--- src/rtl/jacaranda_wb_loader.sv ---
// rtl/jacaranda_wb_loader.sv - Wishbone loader that streams bytes into jacaranda-8 instruction memory
module jacaranda_wb_loader #(
    parameter logic [31:0] BASE_ADDR = 32'h3000_0000,
    parameter int          IMEM_AW   = 8
) (
    input  logic               clock,
    input  logic               resetb,
    input  logic               wbs_cyc_i,
    input  logic               wbs_stb_i,
    input  logic               wbs_we_i,
    input  logic [3:0]         wbs_sel_i,
    input  logic [31:0]        wbs_adr_i,
    input  logic [31:0]        wbs_dat_i,
    output logic               wbs_ack_o,
    output logic [31:0]        wbs_dat_o,
    output logic               imem_we,
    output logic [IMEM_AW-1:0] imem_addr,
    output logic [7:0]         imem_wdata,
    output logic               cpu_rst_n
);

    typedef enum logic {
        S_IDLE,
        S_ACK
    } state_t;

    localparam logic [IMEM_AW:0]   CNT_MAX  = {1'b1, {IMEM_AW{1'b0}}};
    localparam logic [IMEM_AW:0]   CNT_ONE  = {{IMEM_AW{1'b0}}, 1'b1};
    localparam logic [IMEM_AW-1:0] ADDR_ONE = {{(IMEM_AW-1){1'b0}}, 1'b1};

    localparam logic [1:0] REG_CTRL   = 2'd0;
    localparam logic [1:0] REG_ADDR   = 2'd1;
    localparam logic [1:0] REG_DATA   = 2'd2;
    localparam logic [1:0] REG_STATUS = 2'd3;

    state_t             state;
    logic               run;
    logic [IMEM_AW-1:0] addr;
    logic [IMEM_AW:0]   count;
    logic [7:0]         sum;
    logic               err;

    logic               hit;
    logic [1:0]         reg_sel;
    logic [31:0]        rd_data;
    logic               unused_bits;

    assign hit     = wbs_cyc_i && wbs_stb_i && (wbs_adr_i[31:4] == BASE_ADDR[31:4]);
    assign reg_sel = wbs_adr_i[3:2];

    // Only byte lane 0 and the word-aligned address bits carry meaning.
    assign unused_bits = ^{wbs_sel_i, wbs_adr_i[1:0], wbs_dat_i};

    always_comb begin
        rd_data = '0;
        case (reg_sel)
            REG_CTRL:   rd_data[0] = run;
            REG_ADDR:   rd_data[IMEM_AW-1:0] = addr;
            REG_STATUS: begin
                rd_data[IMEM_AW:0] = count;
                rd_data[23:16]     = sum;
                rd_data[31]        = err;
            end
            default:    rd_data = '0;
        endcase
    end

    always_ff @(posedge clock or negedge resetb) begin
        if (!resetb) begin
            state      <= S_IDLE;
            run        <= 1'b0;
            addr       <= '0;
            count      <= '0;
            sum        <= '0;
            err        <= 1'b0;
            wbs_ack_o  <= 1'b0;
            wbs_dat_o  <= '0;
            imem_we    <= 1'b0;
            imem_addr  <= '0;
            imem_wdata <= '0;
            cpu_rst_n  <= 1'b0;
        end else begin
            wbs_ack_o <= 1'b0;
            wbs_dat_o <= '0;
            imem_we   <= 1'b0;
            cpu_rst_n <= run;
            case (state)
                S_IDLE: begin
                    if (hit) begin
                        state     <= S_ACK;
                        wbs_ack_o <= 1'b1;
                        if (!wbs_we_i) begin
                            wbs_dat_o <= rd_data;
                        end else begin
                            case (reg_sel)
                                REG_CTRL: begin
                                    run <= wbs_dat_i[0];
                                    if (wbs_dat_i[1]) begin
                                        addr  <= '0;
                                        count <= '0;
                                        sum   <= '0;
                                        err   <= 1'b0;
                                    end
                                end
                                REG_ADDR: addr <= wbs_dat_i[IMEM_AW-1:0];
                                REG_DATA: begin
                                    if (wbs_sel_i[0]) begin
                                        // Loading into a running core would corrupt it; flag instead.
                                        if (run) begin
                                            err <= 1'b1;
                                        end else begin
                                            imem_we    <= 1'b1;
                                            imem_addr  <= addr;
                                            imem_wdata <= wbs_dat_i[7:0];
                                            addr       <= addr + ADDR_ONE;
                                            sum        <= sum + wbs_dat_i[7:0];
                                            if (count != CNT_MAX) begin
                                                count <= count + CNT_ONE;
                                            end
                                        end
                                    end
                                end
                                default: ;
                            endcase
                        end
                    end
                end
                S_ACK:   state <= S_IDLE;
                default: state <= S_IDLE;
            endcase
        end
    end

endmodule

--- config.mk ---
export PLATFORM = sky130hd
export DESIGN_NAME = jacaranda_wb_loader
export DESIGN_NICKNAME = d
export VERILOG_FILES = /design/src/rtl/jacaranda_wb_loader.sv
export SDC_FILE = /design/constraint.sdc
export NUM_CORES = 1
export LEC_CHECK = 0
export CAP_MARGIN = 20
export CORE_UTILIZATION = 35
export DETAILED_ROUTE_END_ITERATION = 10
export MAX_ROUTING_LAYER = met4
export SLEW_MARGIN = 20
export SYNTH_ARGS = -nofsm -noshare
export SYNTH_HDL_FRONTEND = slang
export SYNTH_SLANG_ARGS = --single-unit
--- constraint.sdc ---
create_clock -name clock -period 2.94 [get_ports clock]
set_input_delay 0.294 -clock clock [delete_from_list [all_inputs] [get_ports clock]]
set_output_delay 0.294 -clock clock [all_outputs]
set_load 0.02 [all_outputs]
---- Yosys cells after proc, flatten, opt, wreduce, memory -nomap -nowiden ----
Index checks and enable logic that the tools add are counted.
operators by class
  add/sub/neg operators ................... 3
  multipliers ............................. 0
  divide/modulo/power cells ............... 0
  magnitude comparators ................... 0
  eq/ne operators ......................... 10
  shift-type cells ........................ 0
  mux-type cells .......................... 33
  bitwise operators ....................... 2
  reduce and logical (&&, ||, !) cells .... 11
operators by type and width
  operator                                          number
  2-to-1 mux 32 bit                                 3
  2-to-1 mux 8 bit                                  6
  2-to-1 mux 9 bit                                  4
  == test 28 x 26 -> 1 bit (second input constant)  1
  case mux 8 bit (3 select lines)                   1
  AND reduction 7 bit                               3
  case mux 9 bit (2 select lines)                   1
  case mux 8 bit (2 select lines)                   1
  case mux 7 bit (2 select lines)                   1
  2-to-1 mux 1 bit                                  13
  != test 2 bit (second input constant)             5
  adder 9 x 1 -> 9 bit (second input constant)      1
  != test 9 bit (second input constant)             1
  adder 8 x 1 -> 8 bit (second input constant)      1
  adder 8 bit                                       1
  AND reduction 8 bit                               1
  AND reduction 6 bit                               1
  == test 2 bit (second input constant)             2
  case mux 1 bit (2 select lines)                   2
  AND reduction 4 bit                               1
  case mux 1 bit (3 select lines)                   1
  nonzero test 3 bit                                1
  == test 2 x 1 -> 1 bit (second input constant)    1
  logical AND 1 bit                                 2
  3 further kinds                                   4
storage, ports and cells
  flip-flop bits (word level) ............. 79
  bits in latches ......................... 0
  RAM bits ................................ 0
  ROM bits ................................ 0
  input port bits ......................... 73
  word-level logic and storage cells ...... 71
  memories ................................ 0

---- Depth between registers and ports, before layout ----
  depth after elaboration ................. 6
  gate-level depth with buffers ........... 9
  gate-level depth less buffers ........... 7

---- Least setup slack after synthesis ----
No wires, ideal clock.
  kind .................................... register to register
  start ................................... register state
  end ..................................... register imem_addr[0]
  arrival time ............................ 2.139 ns
  required time ........................... 2.815 ns
  setup slack ............................. 0.676 ns
  cell stages (with the launch flop) ...... 7
  buffers on the path ..................... 1
  cell sequence ........................... dfrtp_1 -> nor4bb_1 -> nand2_1 -> or4b_4 -> nor3_4 -> buf_12 -> mux2_4
on the way
  word-level cells in the longest chain between the ends .. 2
ends and longest elaborated chain
  item                                  line  text
  start, declared                       36    state_t state;
  start signal, assigned                70    state <= S_IDLE;
  start signal, assigned                90    state <= S_ACK;
  start signal, assigned                128   S_ACK: state <= S_IDLE;
  NOT 1 bit (no source line)            -
  AND reduction 6 bit (no source line)  -
  end signal, assigned                  113   imem_addr <= addr;
  end, declared                         17    output logic [IMEM_AW-1:0] imem_addr,
No other way between the ends.
A chain may end at the register's enable or synchronous reset.

---- Worst setup path after layout ----
  start ................................... input wbs_adr_i[2]
  end ..................................... register count[5]
on the way
  word-level cells in the longest chain between the ends .. 3
  elaborated cells on any way between the ends .. 9
  classes of those cells .................. 5 x eq/ne; 1 x mux; 3 x reduce/logical
ends and longest elaborated chain
  item                                                                         line  text
  start, declared                                                              12    input logic [31:0] wbs_adr_i,
  == test 2 bit / logical NOT 2 bit (equally long branches)                    95    case (reg_sel)
  != test 2 bit (no source line) / nonzero test 2 bit (equally long branches)  -
  AND reduction 8 bit (no source line)                                         -
  end signal, assigned                                                         118   count <= count + CNT_ONE;
  end, declared                                                                39    logic [IMEM_AW:0] count;
Parallel ways exist; a longest one is shown, timed or not.

==> results_tabular.tex <==
\begin{tabular}{lr}
\hline
Metric & Value \\
\hline
\multicolumn{2}{l}{\textbf{Outcome}} \\
Status & finished, final reports clean \\
\multicolumn{2}{l}{\textbf{Clocking}} \\
Clock Pin Slew Worst Setup and Hold Paths & around 70 ps \\
Post-CTS setup buffers & 0 \\
Library cell used as clock root buffer & clkbuf\_8 \\
Clock buffer depth & 2 \\
CTS tree & done \\
Number of buffers inserted by hold repair at cts & 0 \\
Gates resized, CTS repair & 0 \\
Sinks on Clock Net & 64 \\
H-tree depth & 3 \\
Clock latency reported for the late side of the worst-skew pair & 350 ps \\
Number of buffers added by the clock tree synthesis step & 9 \\
\multicolumn{2}{l}{\textbf{STA}} \\
Final Hold Fails & 0 \\
Tightest Pin Transition & about 760 ps \\
Setup Total Neg Slack & 0 ps \\
Final setup fails & 0 \\
Fin crit share & 0.8515 \\
Number of max-slew violations in the final report & 0 \\
Unrepaired setup endpoints after global routing & no \\
Fmax & 0.3994 GHz \\
Final worst path period need & 2504 ps \\
Clk\_skew & 7.247 ps \\
Remaining max-slew budget at the tightest pin & 0.4947 \\
\multicolumn{2}{l}{\textbf{Critical path}} \\
Largest fanout on the critical path & 22 \\
Most common cell type on the critical path & o31ai\_1 \\
Required time of the worst setup path & 3160 ps \\
Worst path max stage delay & 560 ps \\
Kind of launch point of the worst setup path & primary input \\
Worst-path cell with the longest stage delay & or4b\_1 \\
WS Path Type & in2reg \\
Data arrival time of the critical path & 2720 ps \\
Worst path buffer plus inverter count & 3 \\
Worst-path cell chain & clkdlybuf4s50\_1 -> inv\_1 -> ha\_1 -> nor2b\_1 -> a211o\_1 -> or4b\_1 -> buf\_12 -> o31ai\_1 -> o31ai\_1 \\
Top delay family on crit path & buffers and inverters \\
Sort of element at the end of the critical path & flop \\
\multicolumn{2}{l}{\textbf{GRT}} \\
Overall track demand over capacity in global routing & 0.1802 \\
Maximum number of pins on one net before global-route repair & 33 \\
Global-route wire length before repair & around 14 mm \\
Congestion Overflow GR & 0 \\
Initial antenna violation count & 0 \\
Number of global-route vias before repair & $\sim$2700 \\
\multicolumn{2}{l}{\textbf{Power}} \\
VDD IR max & 200.9 uV \\
Pwr per Cell Area & between 300 and 400 nW/um\^{}2 \\
Static Leakage & around 2 nW \\
\multicolumn{2}{l}{\textbf{Layout}} \\
Layout Utilization & 0.4780 \\
Syn-to-layout area delta & 32.89\% \\
Highest-count cells in the layout ignoring fill and taps & clkdlybuf4s50\_1, dfrtp\_1, nand2\_1, o21ai\_0 \\
Diodes inserted & 0 \\
Area occupied by multi-input gates & 1718 um\^{}2 \\
Register Area & about 1600 um\^{}2 \\
Most common cell after layout, fill and taps aside & clkdlybuf4s50\_1 \\
Final \#Nets & 514 \\
Number of filler instances in the final layout & about 950 \\
Proportion of layout cells with a drive suffix above 1 & 0.1305 \\
\multicolumn{2}{l}{\textbf{Yosys}} \\
Share of the yosys chip area belonging to registers & 0.4576 \\
Cell area after synthesis & 3500 um\^{}2 \\
Number of storage elements in the synthesis netlist & 64 \\
Compound-Gate Fraction of Synth Area & 0.1351 \\
Largest cells by area after synthesis & dfrtp\_1, ha\_1, mux2\_4 \\
Count of flip-flops with a built-in enable after synthesis & 0 \\
Count of yosys warnings during synthesis & 0 \\
Cell taking the most area after synthesis & dfrtp\_1 \\
Async S/R FF share, synth & 1.000 \\
Xor and xnor area share after synthesis & 0.01752 \\
Syn Inst Count & 335 \\
Mean instance size in the synthesized netlist & 10.45 um\^{}2 \\
Primary FF master, synth & dfrtp\_1 \\
Share of synthesized cell area in and, or, nand and nor gates & 0.1920 \\
Share of cell area taken by muxes after synthesis & 0.07186 \\
Adder-cell share of the synthesized area & 0.05935 \\
Share of the synthesized area in the top cell type & 0.4576 \\
Main combinational cell family by area after synthesis & simple AND/OR/NAND/NOR gates \\
Cell variety after synth & 56 \\
\multicolumn{2}{l}{\textbf{Placed design}} \\
Number of port buffers & 80 \\
Post-detail-place hpwl & 6.312 mm \\
Global placer's final weighted congestion & approximately 0.8 \\
\multicolumn{2}{l}{\textbf{Route}} \\
Starting DRT DRC Count & 147 \\
Total wirelength of the detailed-routed design & 8.539 mm \\
Detailed-route vias per instance & 5.149 \\
Remaining design rule violation count & 0 \\
Per-cell routed wire length & 15.19 um \\
Remaining number of nets flagged by the antenna check after routing & 0 \\
TritonRoute pass-1 iters & 4 \\
Total number of vias & 2894 \\
\multicolumn{2}{l}{\textbf{Die}} \\
Count of pins on the block boundary & 124 \\
X dimension of the die & between 100 and 150 um \\
Count of standard-cell rows & 36 \\
Initial Util & 0.3597 \\
Core area & 9729 um\^{}2 \\
DIE AREA & 10400 um\^{}2 \\
Die H & $\sim$100 um \\
\multicolumn{2}{l}{\textbf{Flow run}} \\
Max-cap violations & 0 \\
\multicolumn{2}{l}{\textbf{Hold path}} \\
Class of the tightest hold or removal check & in2async \\
\hline
\end{tabular}
==> layer usage <==
| layer | vias to the layer above | global-route usage | wire (um) |
|---|---|---|---|
| li1 | 1374 | - | - |
| met4 | 0 | 0.06044 | 106 |
| met5 | - | - | 0 |
| met3 | 7 | 0.03283 | 456 |
| met2 | 102 | 0.2834 | 4064 |
| met1 | 1411 | 0.2340 | 3911 |
==> layout make-up <==
type | instances | share of cell area
clock buffer | 11 | 0.03040
clock inverter | 4 | 0.009685
inverter | 14 | 0.01130
multi-input combinational | 242 | 0.3694
sequential | 64 | 0.3444
tap | 133 | 0.03578
timing repair buffer | 94 | 0.1991
==> through the flow <==
stage | power, W | cells | instance area, um^2 | setup WS (ps) | hold slack (ps)
after detailed placement | 0.001070 | 547 | 4464 | 86.80 | 409.9
after floorplan | 0.0009770 | 348 | 3548 | 675.8 | -1.591
after global routing | 0.001870 | 562 | 4651 | 329.4 | 77.68
after global placement | 0.001068 | 547 | 4464 | 121.2 | 409.9
final | 0.001797 | 562 | 4651 | 436.5 | 20.18
after CTS | 0.001816 | 562 | 4651 | 449.0 | 38.90
==> sequential cells by signal (all words and copies together) (netlist names) <==
signal / flops
state: 1
addr: 8
cpu_rst_n: 1
run: 1
imem_addr: 8
count: 9
wbs_dat_o: 18
err: 1
imem_wdata: 8
imem_we: 1
sum: 8
==> cell usage after synthesis (4+ instances only) <==
library cell / count
nor3_1: 6
clkbuf_1: 11
nand2_1: 27
nor4_1: 6
mux2_4: 10
mux2_2: 9
a22oi_1: 7
inv_1: 14
buf_4: 14
o31ai_1: 13
and2_1: 10
dfrtp_1: 64
a21oi_1: 4
nand3b_1: 4
a32oi_1: 4
nor2_1: 14
o21ai_0: 27
ha_1: 15
and3_1: 6
nand3_1: 15
xor2_1: 4
==> report_power, final <==
group          total (W)  internal, W     switching [W]
registers       0.000880     0.000880  0.00000000000501
logic           0.000172    0.0000775         0.0000944
clock network   0.000745     0.000406          0.000339
total            0.00180      0.00136          0.000433
==> logic make-up after synthesis <==
kind of cell	Yosys count
buffers and inverters	42
other	1
AOI/OAI and AO/OA	72
and+or+nand+nor	114
DFF	64
adders and majority gates	16
muxes	19
xor gates and xnor gates	7
==> path summary, 6_finish.rpt <==
check,from,end,slack [ps],cells past startpoint
worst max register to register,state$_DFF_PN0_,err$_DFFE_PN0P_,630,5
worst min-delay path,resetb,wbs_dat_o[8]$_DFF_PN0_,20,1
worst max-delay path,wbs_adr_i[2],count[5]$_DFFE_PN0P_,440,9
max in group asynchronous,resetb,sum[3]$_DFFE_PN0P_,2180,2
min in group clock,sum[0]$_DFFE_PN0P_,sum[0]$_DFFE_PN0P_,500,2
worst min register to register,sum[0]$_DFFE_PN0P_,sum[0]$_DFFE_PN0P_,500,2
No activity file was read; power rests on OpenSTA's default activity.
